===== src/rtl/sea_battle_pkg.sv =====
// Shared types and palette codes for the sea battle game-flow controller.
package sea_battle_pkg;

    typedef enum logic [2:0] {
        ATTRACT   = 3'd0,
        READY     = 3'd1,
        AIM       = 3'd2,
        FLIGHT    = 3'd3,
        EXPLODE   = 3'd4,
        GAME_OVER = 3'd5
    } state_e;

    localparam logic [1:0] PAL_NORMAL  = 2'd0;
    localparam logic [1:0] PAL_FLASH   = 2'd1;
    localparam logic [1:0] PAL_OVER    = 2'd2;
    localparam logic [1:0] PAL_ATTRACT = 2'd3;

endpackage


===== src/rtl/button_press_detector.sv =====
// Frame-rate button debounce: one press pulse after two high frame samples that follow a low one.
module button_press_detector (
    input  logic i_clk,
    input  logic i_rst,
    input  logic i_frame_tick,
    input  logic i_btn,
    output logic o_press
);

    logic r_prev;
    logic r_armed;

    // r_armed blocks auto-repeat until the button has been seen released
    always_ff @(posedge i_clk) begin
        if (i_rst) begin
            r_prev  <= 1'b0;
            r_armed <= 1'b0;
            o_press <= 1'b0;
        end else begin
            o_press <= 1'b0;
            if (i_frame_tick) begin
                r_prev <= i_btn;
                if (!i_btn) begin
                    r_armed <= 1'b1;
                end else if (r_prev && r_armed) begin
                    o_press <= 1'b1;
                    r_armed <= 1'b0;
                end
            end
        end
    end

endmodule


===== src/rtl/sea_battle_game_sequencer.sv =====
// Game-flow controller: attract -> play -> explosion -> game-over, with score and shot bookkeeping.
module sea_battle_game_sequencer
    import sea_battle_pkg::*;
#(
    parameter int unsigned SHOTS_PER_GAME = 8,
    parameter int unsigned SCORE_W        = 4,
    parameter int unsigned EXPLODE_FRAMES = 32,
    parameter int unsigned OVER_FRAMES    = 120
) (
    input  logic                                  i_clk,
    input  logic                                  i_rst,
    input  logic                                  i_frame_tick,
    input  logic                                  i_left,
    input  logic                                  i_right,
    input  logic                                  i_torpedo_hit,
    input  logic                                  i_torpedo_gone,
    input  logic                                  i_ship_escaped,
    output logic                                  o_ship_respawn,
    output logic                                  o_torpedo_launch,
    output logic                                  o_ship_active,
    output logic                                  o_torpedo_active,
    output logic                                  o_explosion_active,
    output logic [1:0]                            o_palette_sel,
    output logic [SCORE_W-1:0]                    o_score,
    output logic [$clog2(SHOTS_PER_GAME+1)-1:0]   o_shots_left
);

    localparam int unsigned SHOTS_W   = $clog2(SHOTS_PER_GAME + 1);
    localparam int unsigned TIMER_MAX = (EXPLODE_FRAMES > OVER_FRAMES) ? EXPLODE_FRAMES : OVER_FRAMES;
    localparam int unsigned TIMER_W   = $clog2(TIMER_MAX + 1);

    state_e               r_state;
    logic [TIMER_W-1:0]   r_timer;

    state_e               w_state_nxt;
    logic [TIMER_W-1:0]   w_timer_nxt;
    logic [SCORE_W-1:0]   w_score_nxt;
    logic [SHOTS_W-1:0]   w_shots_nxt;
    logic                 w_respawn_nxt;
    logic                 w_launch_nxt;
    logic                 w_flight_respawn;
    logic [1:0]           w_palette_nxt;
    logic                 w_press_left;
    logic                 w_press_right;

    button_press_detector u_left_press (
        .i_clk        (i_clk),
        .i_rst        (i_rst),
        .i_frame_tick (i_frame_tick),
        .i_btn        (i_left),
        .o_press      (w_press_left)
    );

    button_press_detector u_right_press (
        .i_clk        (i_clk),
        .i_rst        (i_rst),
        .i_frame_tick (i_frame_tick),
        .i_btn        (i_right),
        .o_press      (w_press_right)
    );

    always_ff @(posedge i_clk) begin
        if (i_rst) begin
            r_state            <= ATTRACT;
            r_timer            <= '0;
            o_ship_respawn     <= 1'b0;
            o_torpedo_launch   <= 1'b0;
            o_ship_active      <= 1'b0;
            o_torpedo_active   <= 1'b0;
            o_explosion_active <= 1'b0;
            o_palette_sel      <= PAL_ATTRACT;
            o_score            <= '0;
            o_shots_left       <= '0;
        end else begin
            r_state            <= w_state_nxt;
            r_timer            <= w_timer_nxt;
            o_ship_respawn     <= w_respawn_nxt;
            o_torpedo_launch   <= w_launch_nxt;
            o_ship_active      <= (w_state_nxt == AIM) || (w_state_nxt == FLIGHT);
            o_torpedo_active   <= (w_state_nxt == FLIGHT);
            o_explosion_active <= (w_state_nxt == EXPLODE);
            o_palette_sel      <= w_palette_nxt;
            o_score            <= w_score_nxt;
            o_shots_left       <= w_shots_nxt;
        end
    end

    always_comb begin
        w_state_nxt      = r_state;
        w_score_nxt      = o_score;
        w_shots_nxt      = o_shots_left;
        w_launch_nxt     = 1'b0;
        w_flight_respawn = 1'b0;
        w_timer_nxt      = r_timer;
        w_palette_nxt    = PAL_NORMAL;

        case (r_state)
            ATTRACT: begin
                if (w_press_left) begin
                    w_state_nxt = READY;
                    w_score_nxt = '0;
                    w_shots_nxt = SHOTS_W'(SHOTS_PER_GAME);
                end
            end
            READY: w_state_nxt = AIM;
            AIM: begin
                if (o_shots_left == '0) begin
                    w_state_nxt = GAME_OVER;
                end else if (i_ship_escaped) begin
                    w_state_nxt = READY;
                end else if (w_press_right) begin
                    w_state_nxt  = FLIGHT;
                    w_launch_nxt = 1'b1;
                    w_shots_nxt  = o_shots_left - SHOTS_W'(1);
                end
            end
            // a hit masks both torpedo_gone and ship_escaped in the same cycle
            FLIGHT: begin
                if (i_torpedo_hit) begin
                    w_state_nxt = EXPLODE;
                    w_score_nxt = (o_score == '1) ? o_score : o_score + SCORE_W'(1);
                end else begin
                    w_flight_respawn = i_ship_escaped;
                    if (i_torpedo_gone) begin
                        w_state_nxt = AIM;
                    end
                end
            end
            EXPLODE: begin
                if (i_frame_tick && (r_timer == TIMER_W'(EXPLODE_FRAMES - 1))) begin
                    w_state_nxt = (o_shots_left == '0) ? GAME_OVER : READY;
                end
            end
            GAME_OVER: begin
                if (i_frame_tick && (r_timer == TIMER_W'(OVER_FRAMES - 1))) begin
                    w_state_nxt = ATTRACT;
                end
            end
            default: w_state_nxt = ATTRACT;
        endcase

        if (w_state_nxt != r_state) begin
            w_timer_nxt = '0;
        end else if (i_frame_tick && ((r_state == EXPLODE) || (r_state == GAME_OVER))) begin
            w_timer_nxt = r_timer + TIMER_W'(1);
        end

        w_respawn_nxt = w_flight_respawn || (w_state_nxt == READY);

        case (w_state_nxt)
            ATTRACT:   w_palette_nxt = PAL_ATTRACT;
            GAME_OVER: w_palette_nxt = PAL_OVER;
            EXPLODE:   w_palette_nxt = w_timer_nxt[0] ? PAL_FLASH : PAL_NORMAL;
            default:   w_palette_nxt = PAL_NORMAL;
        endcase
    end

endmodule


===== config.mk =====
export PLATFORM = sky130hd
export DESIGN_NAME = sea_battle_game_sequencer
export DESIGN_NICKNAME = d
export VERILOG_FILES = /design/src/rtl/sea_battle_pkg.sv /design/src/rtl/button_press_detector.sv /design/src/rtl/sea_battle_game_sequencer.sv
export SDC_FILE = /design/constraint.sdc
export NUM_CORES = 1
export LEC_CHECK = 0
export CORE_MARGIN = 10
export CORE_UTILIZATION = 55
export DETAILED_ROUTE_END_ITERATION = 8
export GPL_TIMING_DRIVEN = 0
export PLACE_DENSITY_LB_ADDON = 0.25
export SLEW_MARGIN = 20
export SYNTH_ARGS = -nofsm -noshare
export SYNTH_HDL_FRONTEND = slang
export SYNTH_SLANG_ARGS = --single-unit

===== constraint.sdc =====
create_clock -name i_clk -period 3.45 [get_ports i_clk]
set_input_delay 0.69 -clock i_clk [delete_from_list [all_inputs] [get_ports i_clk]]
set_output_delay 0.69 -clock i_clk [all_outputs]
set_load 0.02 [all_outputs]

==> results.sh, run 1 <==
export IMPL_arrival_ps=2420
export IMPL_yosys_warnings=0
export IMPL_yosys_area_top_type="dfxtp_1"
export IMPL_avgViaCountPerCell=5.47
export IMPL_fin_skew_ps=9.30
export IMPL_dr_pass1_iters=5
export IMPL_n_fill_cell=205
export IMPL_ant_nets=0
export IMPL_dr_first_iter_drc_count=73
export IMPL_worst_slew_pin_transition_ps=510
export IMPL_die_area_sq_mm=0.00512
export IMPL_grt_antenna_before_repair=0
export IMPL_period_share_pct=63.2
export IMPL_hold_path_class="flop to flop"
export IMPL_place_ws_ps=930
export IMPL_synth_top_family_by_area="simple AND/OR/NAND/NOR gates"
export IMPL_dp_cells=219
export IMPL_die_w_um=71.5
export IMPL_fp_dieH_um=71.5
export IMPL_end_kind="flop"
export IMPL_vias=1242
export IMPL_ys_ff_latch=31
export IMPL_postCtsSetupBuffers=0
export IMPL_dp_hpwl_um=2500
export IMPL_totalWireLength_um=3230
export IMPL_slew_headroom_pct=66.0
export IMPL_grt_pass1_wl_um=5510
export IMPL_status="complete, no violations"
export IMPL_ys_async_sr_fraction_pct=0
export IMPL_cts_buffers=5
export IMPL_synth_main_ff_cell="dfxtp_1"
export IMPL_clock_insertion_delay_worst_skew_ps=350
export IMPL_synth_xor_area_share_pct=5.99
export IMPL_setup_slack_ps=1270
export IMPL_cp_start_kind="input port"
export IMPL_finalMaxSlewViolations=0
export IMPL_syn_nets=178
export IMPL_grt_ovfl_total=0
export IMPL_rsz0062_at_grt="no"
export IMPL_synth_cells=167
export IMPL_synth_edf_count=0
export IMPL_synthTopCellsByArea="dfxtp_1 (42%), nor2_1 (5.7%), a21oi_1 (3.8%)"
export IMPL_setup_tns_ps=0
export IMPL_synth_mux_area_share_pct=2.05
export IMPL_layout_nets=207
export IMPL_wl_per_cell_um=14.2
export IMPL_cts_hold_buf=0
export IMPL_pwr_density_cell_mw_per_mm2=372
export IMPL_post_cts_resize_count=0
export IMPL_portBuffers=22
export IMPL_std_cell_rows=18
export IMPL_coreArea_sq_mm=0.00250
export IMPL_post_dp_cell_area_sq_mm=0.00172
export IMPL_crit_path_max_fanout=4
export IMPL_hold_violations=0
export IMPL_synth_compound_area_share_pct=12.0
export IMPL_path_clk_slew_ps=90
export IMPL_cts_tree="built"
export IMPL_synthAdderAreaFrac_pct=2.57
export IMPL_grt_max_degree=11
export IMPL_fmaxAchievable_mhz=458
export IMPL_seq_area_frac_synth_pct=42.5
export IMPL_maxCapViolCount=0
export IMPL_final_setup_viol_count=0
export IMPL_cellLeakagePower_nw=0.691
export IMPL_synth_top_area_share_pct=42.5
export IMPL_place_congestion=0.809
export IMPL_drive_above_1_share_pct=12.2
export IMPL_clkSinkCount=31
export IMPL_io_pins=23
export IMPL_yosysUniqueCellTypes=44
export IMPL_finalNonFillerCells=227
export IMPL_stdcell_area_sq_mm=0.00177
export IMPL_vdd_drop_max_uv=446
export IMPL_cts_buffer_depth=2
export IMPL_synthSimpleGateAreaFrac_pct=30.2
export IMPL_drc_errors=0
export IMPL_insertedDiodeCount=0
export IMPL_start_util_pct=58.5
export IMPL_cts_htree_levels=2
export IMPL_netlist_area_sq_mm=0.00146
export IMPL_cp_data_required_time_ps=3690
export IMPL_grt_pass1_vias=1248
export IMPL_crit_type="input port to flop"
export IMPL_avgSynthCellArea_sq_um=8.75
export IMPL_root_buffer="clkbuf_4"
export IMPL_period_needed_ps=2180
export IMPL_syn_to_final_growth_pct=21.1
export IMPL_gr_usage_all_layers_pct=13.3
## layout make-up
type                            instances  area, sq um  share of cell area [%]
Multi-Input combinational cell        123          772                    43.6
Sequential cell                        31          621                    35.1
Timing Repair Buffer                   22          220                    12.4
Buffer                                  7         46.3                    2.62
Clock buffer                            7         45.0                    2.55
Tap cell                               30         37.5                    2.12
Inverter                                6         22.5                    1.27
Clock inverter                          1         5.00                   0.283
## metal layers
layer | vias to the layer above | part of all wire (%) | track usage [%]
met5 | - | 0 | 0
met4 | 0 | 1.8 | 8.17
met3 | 7 | 5.8 | 4.41
met2 | 34 | 49 | 21.9
met1 | 568 | 43 | 14.5
li1 | 633 | - | -
## cell usage in the layout (no fill, tap or decap), drive strengths merged, types with 4 or more instances in the layout
| cell | synthesis | routed |
|---|---|---|
| and3 | 5 | 5 |
| xnor2 | 4 | 4 |
| buf | 5 | 5 |
| nor2 | 29 | 29 |
| o21ai | 4 | 4 |
| clkbuf | 2 | 9 |
| nor3 | 4 | 4 |
| nand3 | 9 | 9 |
| clkdlybuf4s50 | 0 | 22 |
| nand2 | 11 | 11 |
| inv | 6 | 6 |
| xor2 | 6 | 6 |
| nor2b | 5 | 5 |
| dfxtp | 31 | 31 |
| a21oi | 12 | 12 |
## synth_stat cells, types with 2 or more instances
master and instances:
a21oi_1 11, a32oi_1 2, and2_1 2, and3_1 5, buf_6 2, clkbuf_1 2
dfxtp_1 31, ha_1 3, inv_1 6, mux2i_1 3, nand2_1 11, nand2b_1 3
nand3_1 9, nand4_1 3, nand4b_1 3, nor2_1 22, nor2_2 7, nor2b_1 5
nor3_1 3, o21ai_0 2, xnor2_1 4, xor2_1 6
## power breakdown
group	internal, mW	switching (mW)	leakage [nW]
clock	0.0792	0.126	0.0293
combinational	0.0365	0.0435	0.410
sequential	0.367	0.00608	0.251
## metrics by stage
| step | hold WS (ps) | util (%) | power (mW) |
|---|---|---|---|
| after floorplan | 434 | - | 0.431 |
| after global placement | 445 | 68.8 | 0.459 |
| after detailed placement | 448 | 68.8 | 0.462 |
| after CTS | 460 | 70.8 | 0.661 |
| after global routing | 493 | 70.8 | 0.686 |
| final | 458 | 70.8 | 0.658 |
## flip-flops by register name, indices dropped and copies added, names as in the netlist
signal,count
o_ship_active,1
r_timer,7
u_right_press.r_prev,1
u_left_press.r_armed,1
u_left_press.o_press,1
u_left_press.r_prev,1
o_explosion_active,1
o_torpedo_active,1
r_state,3
o_shots_left,4
o_ship_respawn,1
u_right_press.o_press,1
o_torpedo_launch,1
o_palette_sel,2
u_right_press.r_armed,1
o_score,4
## kinds of logic after synthesis
kind of cell	count (synthesis)
multiplexers	3
AO/OA/AOI/OAI	26
adder cells (fa/ha/maj)	3
buffers and inverters	13
AND/OR/NAND/NOR	81
flip-flops	31
XOR/XNOR	10
## critical path, cell delays in order
cell             delay (ps)
clkdlybuf4s50_1         530
nand3_1                 160
o211a_1                 260
a21oi_1                 200
nand4_1                 190
xor2_1                  200
a21o_1                  190
## worst paths after layout
path                      endpoint                  start  slack [ps]  cells after the start
max               o_palette_sel[1]           i_frame_tick        1270                      7
min          u_right_press.o_press  u_right_press.r_armed         460                      2
max reg2reg             r_timer[6]        o_shots_left[0]        1340                      9
min reg2reg  u_right_press.o_press  u_right_press.r_armed         460                      2
No activity file was read; power rests on OpenSTA's default activity.
==> inputs of run 2 (changes only) <==
--- a/config.mk
+++ b/config.mk
@@ -6,7 +6,7 @@
 export NUM_CORES = 1
 export LEC_CHECK = 0
 export CORE_MARGIN = 10
-export CORE_UTILIZATION = 55
+export CORE_UTILIZATION = 47
 export DETAILED_ROUTE_END_ITERATION = 8
 export GPL_TIMING_DRIVEN = 0
 export PLACE_DENSITY_LB_ADDON = 0.25
==> constraint.sdc (replaced) <==
create_clock -name i_clk -period 2 [get_ports i_clk]
set_input_delay 0.4 -clock i_clk [delete_from_list [all_inputs] [get_ports i_clk]]
set_output_delay 0.4 -clock i_clk [all_outputs]
set_load 0.02 [all_outputs]
==> run 2 against run 1 <==
  * Clock power rose by 150%
  * Clock skew about the same
  * Setup slack worse by 1200 ps
  * Critical path type is now flop to flop
  * Critical endpoint is now r_timer[3]
  * Highest routed layer unchanged
==> results.sh, run 2 (synthesis results as in run 1) <==
export IMPL_rrSetupSlack_ps=70
export IMPL_grt_max_degree=11
export IMPL_ant_nets=0
export IMPL_clkSinkCount=31
export IMPL_fin_util_pct=62.2
export IMPL_arrival_ps=2200
export IMPL_grt_pass1_vias=1255
export IMPL_clock_insertion_delay_worst_skew_ps=340
export IMPL_start_util_pct=48.7
export IMPL_dr_pass1_iters=4
export IMPL_r2r_start="o_shots_left[1]"
export IMPL_layout_nets=211
export IMPL_top_register="r_timer"
export IMPL_hold_depth=2
export IMPL_fmaxAchievable_mhz=518
export IMPL_hold_path_class="flop to flop"
export IMPL_final_setup_viol_count=0
export IMPL_gr_usage_all_layers_pct=12.4
export IMPL_dp_hpwl_um=2480
export IMPL_fin_skew_ps=9.75
export IMPL_place_congestion=0.842
export IMPL_syn_to_final_growth_pct=27.7
export IMPL_root_buffer="clkbuf_4"
export IMPL_die_area_sq_mm=0.00574
export IMPL_rr_worst_depth=9
export IMPL_layout_commonest_cell="dfxtp_1"
export IMPL_maxCapViolCount=0
export IMPL_drc_errors=0
export IMPL_min_to="u_right_press.o_press"
export IMPL_dp_cells=222
export IMPL_drive_above_1_share_pct=17.9
export IMPL_top_regs="r_timer: 7 flops, o_score: 4 flops, o_shots_left: 4 flops"
export IMPL_path_buf_inv=2
export IMPL_cp_start_kind="flop"
export IMPL_path_clk_slew_ps=100
export IMPL_slowest_delay_ps=370
export IMPL_cp_top_family="simple AND/OR/NAND/NOR gates"
export IMPL_wl_per_cell_um=13.8
export IMPL_finalMaxSlewViolations=0
export IMPL_cellLeakagePower_nw=0.735
export IMPL_rsz0062_at_grt="yes"
export IMPL_cts_buffers=5
export IMPL_cts_buffer_depth=2
export IMPL_finalNonFillerCells=234
export IMPL_io_pins=23
export IMPL_insertedDiodeCount=0
export IMPL_cts_htree_levels=2
export IMPL_avgViaCountPerCell=5.40
export IMPL_coreArea_sq_mm=0.00300
export IMPL_slew_headroom_pct=67.6
export IMPL_period_share_pct=96.4
export IMPL_period_needed_ps=1930
export IMPL_grt_pass1_wl_um=5510
export IMPL_cts_tree="built"
export IMPL_portBuffers=22
export IMPL_worstHoldStart="u_right_press.r_prev"
export IMPL_largest_reg_flops=7
export IMPL_critPathSlowestCell="dfxtp_2"
export IMPL_die_w_um=75.8
export IMPL_mostFrequentLayoutCells="dfxtp_1 (29), nor2_1 (22), clkdlybuf4s50_1 (22)"
export IMPL_pwr_density_cell_mw_per_mm2=692
export IMPL_dr_first_iter_drc_count=51
export IMPL_timing_critical_path_cells="inv_2 -> ha_4 -> nor3b_4 -> o211ai_1 -> nand3_1 -> o21ai_1 -> or3b_1 -> buf_6 -> nor2_2"
export IMPL_std_cell_rows=20
export IMPL_crit_type="flop to flop"
export IMPL_end_kind="flop"
export IMPL_status="complete, no violations"
export IMPL_grt_antenna_before_repair=0
export IMPL_vdd_drop_max_uv=417
export IMPL_vias=1263
export IMPL_totalWireLength_um=3240
export IMPL_fp_dieH_um=75.8
export IMPL_grt_ovfl_total=0
export IMPL_rr_endpoint="r_timer[3]"
export IMPL_hold_violations=0
export IMPL_worst_slew_pin_transition_ps=486
export IMPL_cts_hold_buf=0
export IMPL_cp_data_required_time_ps=2280
export IMPL_crit_path_max_fanout=7
==> run 2: cell count changes in the layout (fill, tap and decap cells not counted), sizes merged <==
cell,change
bufinv,+1
buf,+4
clkbuf,-1
==> run 2: cell type report <==
class / instances / area (sq um)
repair buffers: 26 / 250
well taps: 33 / 41.3
multi-input cells: 123 / 795
inverters: 6 / 22.5
fillers: 284 / 1140
clock buffers: 6 / 51.3
clock inverters: 2 / 35.0
plain buffers: 7 / 46.3
flip-flops and latches: 31 / 626
==> run 2: worst max path at each step <==
stage / slack, ps / cells after the start / startpoint / to
finish: 70 / 9 / o_shots_left[1] / r_timer[3]
global route: -30 / 9 / o_shots_left[1] / r_timer[1]
CTS: -2 / 9 / o_shots_left[0] / r_timer[3]
detailed placement: -220 / 7 / i_frame_tick / o_palette_sel[1]
global placement: -190 / 7 / i_frame_tick / o_palette_sel[1]
floorplan: 60 / 9 / o_shots_left[0] / r_timer[1]
==> run 2: worst register-to-register path, cell delays in order, from the launching register on <==
cell	delay, ps
dfxtp_2	370
inv_2	50
ha_4	150
nor3b_4	170
o211ai_1	230
nand3_1	130
o21ai_1	150
or3b_1	370
buf_6	150
nor2_2	100
==> run 2: metrics by stage <==
step                TNS, ps  setup slack, ps  hold slack [ps]  area [sq um]  total power [mW]
CTS                   -1.63            -1.63              468          1830              1.30
finish                    0             71.3              468          1870              1.29
global placement      -1390             -188              445          1730             0.792
floorplan                 0             61.8              434          1460             0.744
global route          -87.3            -27.1              499          1870              1.35
detailed placement    -1700             -218              454          1730             0.796
==> run 2: where the power goes <==
part           internal, mW  leakage, nW  total [mW]  switching, mW
registers             0.632        0.253       0.643         0.0106
clock network         0.295       0.0482       0.512          0.217
logic                0.0635        0.434       0.137         0.0739
total                 0.991        0.735        1.29          0.301
==> run 2: metal layers <==
layer | share of wire [%] | GRT usage [%]
met3 | 6.4 | 5.47
met5 | 0 | 0
met2 | 51 | 21.6
met1 | 42 | 13.3
met4 | 0.53 | 3.71
==> run 2: what timing repair did <==
item	CTS	global route
setup buffers	1	3
pin swaps	2	6
gates resized for setup	2	5
endpoints found under the setup margin	8	11
